--- src/rtl/stopwatch_lap_core.sv ---
// Stopwatch core: run/stop/lap/clear FSM with an N-digit BCD counter that
// counts up (wrapping) or down from a preset (expiring), paced by a prescaler.
module stopwatch_lap_core #(
  parameter int NUM_DIGITS = 4,
  parameter int TICK_DIV   = 1000000
) (
  input  logic                    clk,
  input  logic                    reset,
  input  logic                    i_run_btn,
  input  logic                    i_clr_btn,
  input  logic                    i_lap_btn,
  input  logic                    i_mode,
  input  logic [4*NUM_DIGITS-1:0] i_preset,
  output logic [4*NUM_DIGITS-1:0] o_bcd,
  output logic                    o_run_on,
  output logic                    o_clr_on,
  output logic                    o_lap_on,
  output logic                    o_expired,
  output logic                    o_wrap
);

  localparam int W  = 4 * NUM_DIGITS;
  localparam int PW = $clog2(TICK_DIV);

  typedef enum logic [1:0] {ST_STOP, ST_RUN, ST_LAP, ST_CLEAR} state_t;

  // BCD increment with ripple carry; MSB of the result is the carry out of the top digit.
  function automatic logic [W:0] bcd_inc(input logic [W-1:0] v);
    logic [W-1:0] r;
    logic [3:0]   d;
    logic         carry;
    r     = v;
    carry = 1'b1;
    for (int i = 0; i < NUM_DIGITS; i++) begin
      d = v[4*i +: 4];
      if (carry) begin
        if (d == 4'd9) begin
          d = 4'd0;
        end else begin
          d     = d + 4'd1;
          carry = 1'b0;
        end
      end
      r[4*i +: 4] = d;
    end
    return {carry, r};
  endfunction

  function automatic logic [W-1:0] bcd_dec(input logic [W-1:0] v);
    logic [W-1:0] r;
    logic [3:0]   d;
    logic         borrow;
    r      = v;
    borrow = 1'b1;
    for (int i = 0; i < NUM_DIGITS; i++) begin
      d = v[4*i +: 4];
      if (borrow) begin
        if (d == 4'd0) begin
          d = 4'd9;
        end else begin
          d      = d - 4'd1;
          borrow = 1'b0;
        end
      end
      r[4*i +: 4] = d;
    end
    return r;
  endfunction

  state_t         state;
  logic [W-1:0]   count;
  logic [W-1:0]   lap_q;
  logic           mode_down;
  logic [PW-1:0]  presc;
  logic           run_q, clr_q, lap_btn_q;

  logic           run_edge, clr_edge, lap_edge;
  logic           counting, tick, expire;
  logic [W:0]     inc_res;
  logic [W-1:0]   dec_res;

  assign run_edge = i_run_btn & ~run_q;
  assign clr_edge = i_clr_btn & ~clr_q;
  assign lap_edge = i_lap_btn & ~lap_btn_q;

  assign counting = (state == ST_RUN) || (state == ST_LAP);
  assign tick     = counting && (presc == PW'(TICK_DIV - 1));
  assign inc_res  = bcd_inc(count);
  assign dec_res  = bcd_dec(count);
  assign expire   = tick && mode_down && (dec_res == '0);

  assign o_run_on = counting;
  assign o_clr_on = (state == ST_CLEAR);
  assign o_lap_on = (state == ST_LAP);

  // NOTE: every register here uses non-blocking assignment so all of them see
  // the pre-edge values of each other, matching the flop-to-flop behaviour.
  always_ff @(posedge clk) begin
    if (reset) begin
      state     <= ST_STOP;
      count     <= '0;
      lap_q     <= '0;
      mode_down <= 1'b0;
      presc     <= '0;
      // History tracks the live level while in reset, so a button held through
      // reset does not look like a fresh press once reset drops.
      run_q     <= i_run_btn;
      clr_q     <= i_clr_btn;
      lap_btn_q <= i_lap_btn;
      o_bcd     <= '0;
      o_expired <= 1'b0;
      o_wrap    <= 1'b0;
    end else begin
      run_q     <= i_run_btn;
      clr_q     <= i_clr_btn;
      lap_btn_q <= i_lap_btn;
      o_wrap    <= 1'b0;
      o_bcd     <= (state == ST_LAP) ? lap_q : count;

      if (counting) begin
        presc <= tick ? '0 : presc + PW'(1);
      end

      if (tick) begin
        if (!mode_down) begin
          {o_wrap, count} <= inc_res;
        end else begin
          count <= dec_res;
          if (expire) begin
            o_expired <= 1'b1;
          end
        end
      end

      unique case (state)
        ST_STOP: begin
          if (clr_edge) begin
            state <= ST_CLEAR;
          end else if (run_edge && !(mode_down && count == '0)) begin
            state <= ST_RUN;
          end
        end
        ST_RUN: begin
          if (expire || run_edge) begin
            state <= ST_STOP;
          end else if (lap_edge) begin
            state <= ST_LAP;
            lap_q <= count;
          end
        end
        ST_LAP: begin
          if (expire || run_edge) begin
            state <= ST_STOP;
          end else if (lap_edge) begin
            state <= ST_RUN;
          end
        end
        ST_CLEAR: begin
          state     <= ST_STOP;
          mode_down <= i_mode;
          count     <= i_mode ? i_preset : '0;
          presc     <= '0;
          o_expired <= 1'b0;
        end
        default: state <= ST_STOP;
      endcase
    end
  end

endmodule
--- config.mk ---
export PLATFORM = sky130hd
export DESIGN_NAME = stopwatch_lap_core
export DESIGN_NICKNAME = d
export VERILOG_FILES = /design/src/rtl/stopwatch_lap_core.sv
export SDC_FILE = /design/constraint.sdc
export NUM_CORES = 1
export LEC_CHECK = 0
export CORE_ASPECT_RATIO = 1.1
export CORE_UTILIZATION = 51
export DETAILED_ROUTE_END_ITERATION = 10
export GPL_TIMING_DRIVEN = 0
export HOLD_SLACK_MARGIN = 0.1
export PLACE_DENSITY = 0.76
export SLEW_MARGIN = 5
export SYNTH_ARGS = -nofsm -noshare
export SYNTH_HDL_FRONTEND = slang
export SYNTH_SLANG_ARGS = --single-unit
--- constraint.sdc ---
create_clock -name clk -period 2.73 [get_ports clk]
set_input_delay 0.546 -clock clk [delete_from_list [all_inputs] [get_ports clk]]
set_output_delay 0.546 -clock clk [all_outputs]
set_load 0.005 [all_outputs]
Word level (Yosys, flattened, before mapping)
Index checks and enable logic that the tools add are counted.
Storage, ports and cells
  output and inout port bits: 21
  word-level logic and storage cells: 108
  bits in registers: 76
Operators by class
  mux-type cells: 38
  eq/ne operators: 11
  bitwise operators: 9
  $add $sub $neg: 9
  reductions and logical operators: 27
Operators with widths (number)
  16-bit 2-to-1 mux: 5
  4-bit 2-to-1 mux: 14
  16-bit logical NOT: 2
  20-bit by 1-bit adder with 20-bit output (second input constant): 1
  20-bit == test (second input constant): 1
  20-bit 2-to-1 mux: 1
  4-bit by 1-bit adder with 4-bit output (second input constant): 4
  4-bit == test (second input constant): 4
  4-bit logical NOT: 4
  4-bit by 1-bit subtractor with 4-bit output (second input constant): 4
  2-bit 2-to-1 mux: 6
  1-bit 2-to-1 mux: 11
  3-bit AND reduction: 3
  3-bit nonzero test: 3
  2-bit case mux with 4 select lines: 1
  1-bit inverter: 6
  2-bit AND reduction: 3
  1-bit logical AND: 5
  2-bit == test (second input constant): 2
  4-bit OR reduction: 1
  1-bit bitwise AND: 3
  3-bit by 1-bit != test with 1-bit output (second input constant): 1
  3-bit by 2-bit != test with 1-bit output (second input constant): 1
  3-bit != test (second input constant): 1
  6 further kinds: 7

Logic depth before layout (Yosys ltp)
  depth in word-level cells: 10
  depth in mapped cells: 10
  mapped depth without buffers: 8

Worst setup path before layout
Ideal clock, no wire load.
  path type: reg-to-reg
  start point: reg state[0]
  end point: reg state[1]
  arrival: 2.467 ns
  cell stages (with the launch flop): 11
  path buffers: 2
  setup slack: 0.143 ns
  cell sequence: dfxtp_1 -> inv_1 -> ha_1 -> and4_1 -> and3_1 -> clkbuf_1 -> nand3_1 -> nor4_4 -> clkbuf_1 -> o32a_1 -> o41ai_1
Between the ends
  word-level cells in the longest chain between the ends: 8
  elaborated cells between the ends (all ways): 16
  those cells by class: 6 x eq/ne; 3 x mux; 7 x reduce/logical
RTL lines
  from (decl): RTL line 70  | state_t state;
  from (signal assigned): RTL line 100  | state <= ST_STOP;
  from (signal assigned): RTL line 138  | state <= ST_CLEAR;
  from (signal assigned): RTL line 140  | state <= ST_RUN;
  2-bit by 1-bit == test with 1-bit output or 2-bit == test (tied branches): RTL line 86  | assign counting = (state == ST_RUN) || (state == ST_LAP);
  1-bit logical OR (*): RTL line 86
  named net o_run_on: RTL line 15  | output logic o_run_on,
  1-bit logical AND (*): RTL line 87  | assign tick = counting && (presc == PW'(TICK_DIV - 1));
  1-bit logical AND (*) (2 in series): RTL line 90  | assign expire = tick && mode_down && (dec_res == '0);
  1-bit logical OR (*): RTL line 144, 152
  2-bit 2-to-1 mux, or another cell as far along: RTL line 152  | if (expire || run_edge) begin
  2-bit case mux with 4 select lines or 3-bit AND reduction (tied branches)
The timed path passes the listed nets; every way through them passes the cells marked *.
A chain may end at the register's enable or synchronous reset.

Worst setup path in the final report
  start point: reg state[1]
  end point: reg lap_q[6]
Between the ends
  word-level cells in the longest chain between the ends: 8
  elaborated cells between the ends (all ways): 9
  those cells by class: 2 x eq/ne; 1 x bitwise; 6 x reduce/logical
RTL lines
  2-bit by 1-bit == test with 1-bit output or 2-bit == test (tied branches): RTL line 86, 135
  1-bit logical OR: RTL line 86
  1-bit logical AND: RTL line 87
  1-bit logical AND (2 in series): RTL line 90
  1-bit logical OR: RTL line 144  | if (expire || run_edge) begin
  1-bit inverter (no line)
  3-bit AND reduction (no line) (*)
  to (signal assigned): RTL line 148  | lap_q <= count;
  to (decl): RTL line 72  | logic [W-1:0] lap_q;
Every way passes the cells marked *; elsewhere a longest branch is shown, timed or not.

==> impl_metrics.tcl <==
set metrics [dict create \
    synth_area_sq_mm 0.00398 \
    start_util_pct 53.0 \
    maxSlewViolCount 0 \
    required_ns 2.97 \
    grt_pass1_vias 3479 \
    synth-seq-cells 76 \
    ys_seq_area_share_pct 38.2 \
    globalplace.congestion 0.930 \
    die_area_sq_mm 0.00817 \
    rows 33 \
    first_pass_iters 5 \
    cts-htree-levels 3 \
    finalHoldViolCount 0 \
    vias_per_cell 5.84 \
    r2r_end "lap_q[6]" \
    syn_inst 485 \
    hold_end "state[1]" \
    timing.final.crit_share_pct 94.9 \
    vias 3783 \
    ir_drop_mv 0.306 \
    avgSynthCellArea_sq_um 8.21 \
    dominantRegCellSynth "dfxtp_1" \
    crit_type "flip-flop to flip-flop" \
    numCtsBuffers 9 \
    ys_types 65 \
    finalPower_w 0.00248 \
    antenna_cells 0 \
    cp.arrival_ns 2.83 \
    setup_viol 0 \
    timing.fmax_mhz 386 \
    grt_max_degree 13 \
    drt_wl_total_microns 10200 \
    cp-start-kind "flip-flop" \
    io_pins 43 \
    final_core_util_pct 63.3 \
    regToRegSetupSlack_ns 0.14 \
    port_buffers 42 \
    min_path_type "flip-flop to flip-flop" \
    fin_skew_ns 0.00964 \
    core-area_sq_mm 0.00751 \
    cts-root-buf "clkbuf_8" \
    maxSlewHeadroom_pct 37.0 \
    syn-num-nets 512 \
    ff2ff_path_depth 10 \
    fin_nets 565 \
    fillers 691 \
    ys_warn_count 0 \
    drtAntennaViolNets 0 \
    grt_use_met2_pct 43.2 \
    cap_violations 0 \
    cts_sinks 76 \
    synthTopCellsByArea "dfxtp_1, nor2_1, mux2i_1" \
    outcome "completed" \
    drt_iter0_drc 307 \
    clkTransAtPathRegs_ns 0.08 \
    areaGrowthSynthToFinish_pct 19.4 \
    clockBufferDepth 2 \
    path_max_fanout 10 \
    die_x_microns 86.3 \
    drc 0 \
    met1_usage_pct 33.7 \
    use_met3_pct 4.90 \
    cp-end-kind "flip-flop" \
    drt-wirelength-per-cell_microns 15.7 \
    rsz0062_at_grt "false" \
    synth_top_area_share_pct 38.2 \
    p_per_area_mw_per_mm2 521 \
    hold_depth 1 \
    grt_pass1_wl_microns 16700 \
    die_y_microns 94.7 \
    final_layout_size_suffix_gt1_share_pct 7.55 \
    min-delay-start "clr_q" \
    grt-busiest-layer "met2" \
    worstSkewPairLatency_ns 0.35 \
    p_leak_nw 1.59 \
    synth_edf_count 0 \
    gr-total-overflow 0 \
    tightest_slew_ns 0.942 \
    cts_tree "built" \
    min_period_ns 2.59 \
    place_hpwl_microns 7350 \
    async_flop_share_pct 0 \
    grt_usage_pct 26.3 \
    worstReg2RegStart "state[1]" \
    grt_antenna_before_repair 0 \
    yosys.area.top_type "dfxtp_1" \
]
## metrics by stage
stage / setup TNS, ns / cells / worst slack, ns / hold slack (ns) / cell area [sq um]
finish: 0 / 648 / 0.139 / 0.462 / 4760
global route: 0 / 648 / 0.00881 / 0.495 / 4760
CTS: 0 / 648 / 0.0895 / 0.465 / 4740
detailed placement: -12.45 / 632 / -0.543 / 0.453 / 4530
global placement: -10.62 / 632 / -0.487 / 0.458 / 4530
floorplan: 0 / 485 / 0.143 / 0.425 / 3980
## how the worst max path moves through the flow
stage	from	endpoint	slack, ns	depth (start not counted)
6_report	state[1]	lap_q[6]	0.14	10
2_1_floorplan	state[0]	state[1]	0.14	10
3_3_place_gp	state[0]	state[1]	-0.49	10
3_5_place_dp	state[0]	lap_q[15]	-0.54	10
5_1_grt	state[1]	lap_q[4]	0.009	10
4_1_cts	state[1]	count[9]	0.09	8
## cells in the final DEF, fill, tap and decap left out, drive strengths merged, types with 5 or more instances in the layout
master         synthesis  routed
or3                    5       5
mux2i                 17      17
nor2                  63      63
nand2                 28      28
ha                     5       5
a21oi                 32      32
nand3                 17      17
xor2                  16      16
buf                    5       7
or3b                   8       8
o21ai                 31      31
dfxtp                 76      76
o32ai                  5       5
clkdlybuf4s50          0      42
nor2b                 13      13
xnor2                 10      10
or4                    5       5
clkbuf                37      47
nand4                  6       6
nor4                   6       6
nor3                  17      17
nand2b                 8       8
a211oi                 8       8
inv                   10      10
## state kept, by name, summed over array words and instances, names as in the netlist
| signal | flops |
|---|---|
| presc | 20 |
| count | 16 |
| lap_q | 16 |
| o_bcd | 16 |
| state | 2 |
| clr_q | 1 |
| lap_btn_q | 1 |
| mode_down | 1 |
| o_expired | 1 |
| o_wrap | 1 |
| run_q | 1 |
## metal layers
layer / up-vias / part of all wire, %
met4: 0 / 3.0
li1: 1834 / -
met3: 33 / 5.3
met1: 1779 / 45
met2: 137 / 47
met5: - / 0
## critical path: stages (launching register included)
cell and delay (ns):
dfxtp_1 0.40, inv_1 0.12, ha_4 0.33, and4_1 0.23
and3_2 0.27, nand3_2 0.17, nor4_4 0.33, buf_4 0.22
buf_6 0.14, or2_1 0.17, o21ai_1 0.08
## cell families after synthesis
family	after synthesis	share of synthesized area (%)
AO/OA/AOI/OAI	111	18.1
XOR/XNOR	26	5.72
adder cells (fa/ha/maj)	5	1.57
buffers and inverters	52	5.50
flip-flops	76	38.2
multiplexers	20	5.12
AND/OR/NAND/NOR	195	25.8
## cell type report
type	instances	area [sq um]	share of cell area, %
clock buffers	12	155	3.26
inverters	10	37.5	0.789
clock inverters	4	23.8	0.500
multi-input cells	357	2280	47.9
well taps	105	131	2.76
repair buffers	43	428	9.00
flip-flops and latches	76	1520	32.0
plain buffers	41	183	3.84
## power by group
| part | leakage (nW) | switching, W | internal (W) | total (W) |
|---|---|---|---|---|
| Combinational | 0.877 | 0.000285 | 0.000230 | 0.000515 |
| Clock | 0.0961 | 0.000417 | 0.000378 | 0.000795 |
| Sequential | 0.614 | 0.0000303 | 0.00114 | 0.00117 |
## Yosys cell counts, types with 3 or more instances
| library cell | count |
|---|---|
| dfxtp_1 | 76 |
| nor2_1 | 63 |
| clkbuf_1 | 37 |
| a21oi_1 | 32 |
| nand2_1 | 28 |
| o21ai_0 | 27 |
| mux2i_1 | 17 |
| nor3_1 | 17 |
| nand3_1 | 16 |
| xor2_1 | 16 |
| nor2b_1 | 13 |
| inv_1 | 10 |
| xnor2_1 | 10 |
| nand2b_1 | 8 |
| a211oi_1 | 7 |
| or3b_1 | 7 |
| nand4_1 | 6 |
| ha_1 | 5 |
| nor4_1 | 5 |
| o32ai_1 | 5 |
| or3_1 | 5 |
| a221oi_1 | 4 |
| o21ai_1 | 4 |
| a22oi_1 | 3 |
| and2_1 | 3 |
| and3_1 | 3 |
| buf_6 | 3 |
| mux2_2 | 3 |
| nand4b_1 | 3 |
| o31ai_1 | 3 |
| or4_1 | 3 |
## timing repair
item / 4_1_cts / 5_1_grt
cloned: 0 / 0
endpoints found under the hold margin: 0 / 0
gates resized for setup: 9 / 4
hold buffers: 0 / 0
setup buffers: 1 / 0
endpoints found under the setup margin: 45 / 31
pin swaps: 1 / 1
Note: power is estimated with default switching activity, not from simulation.
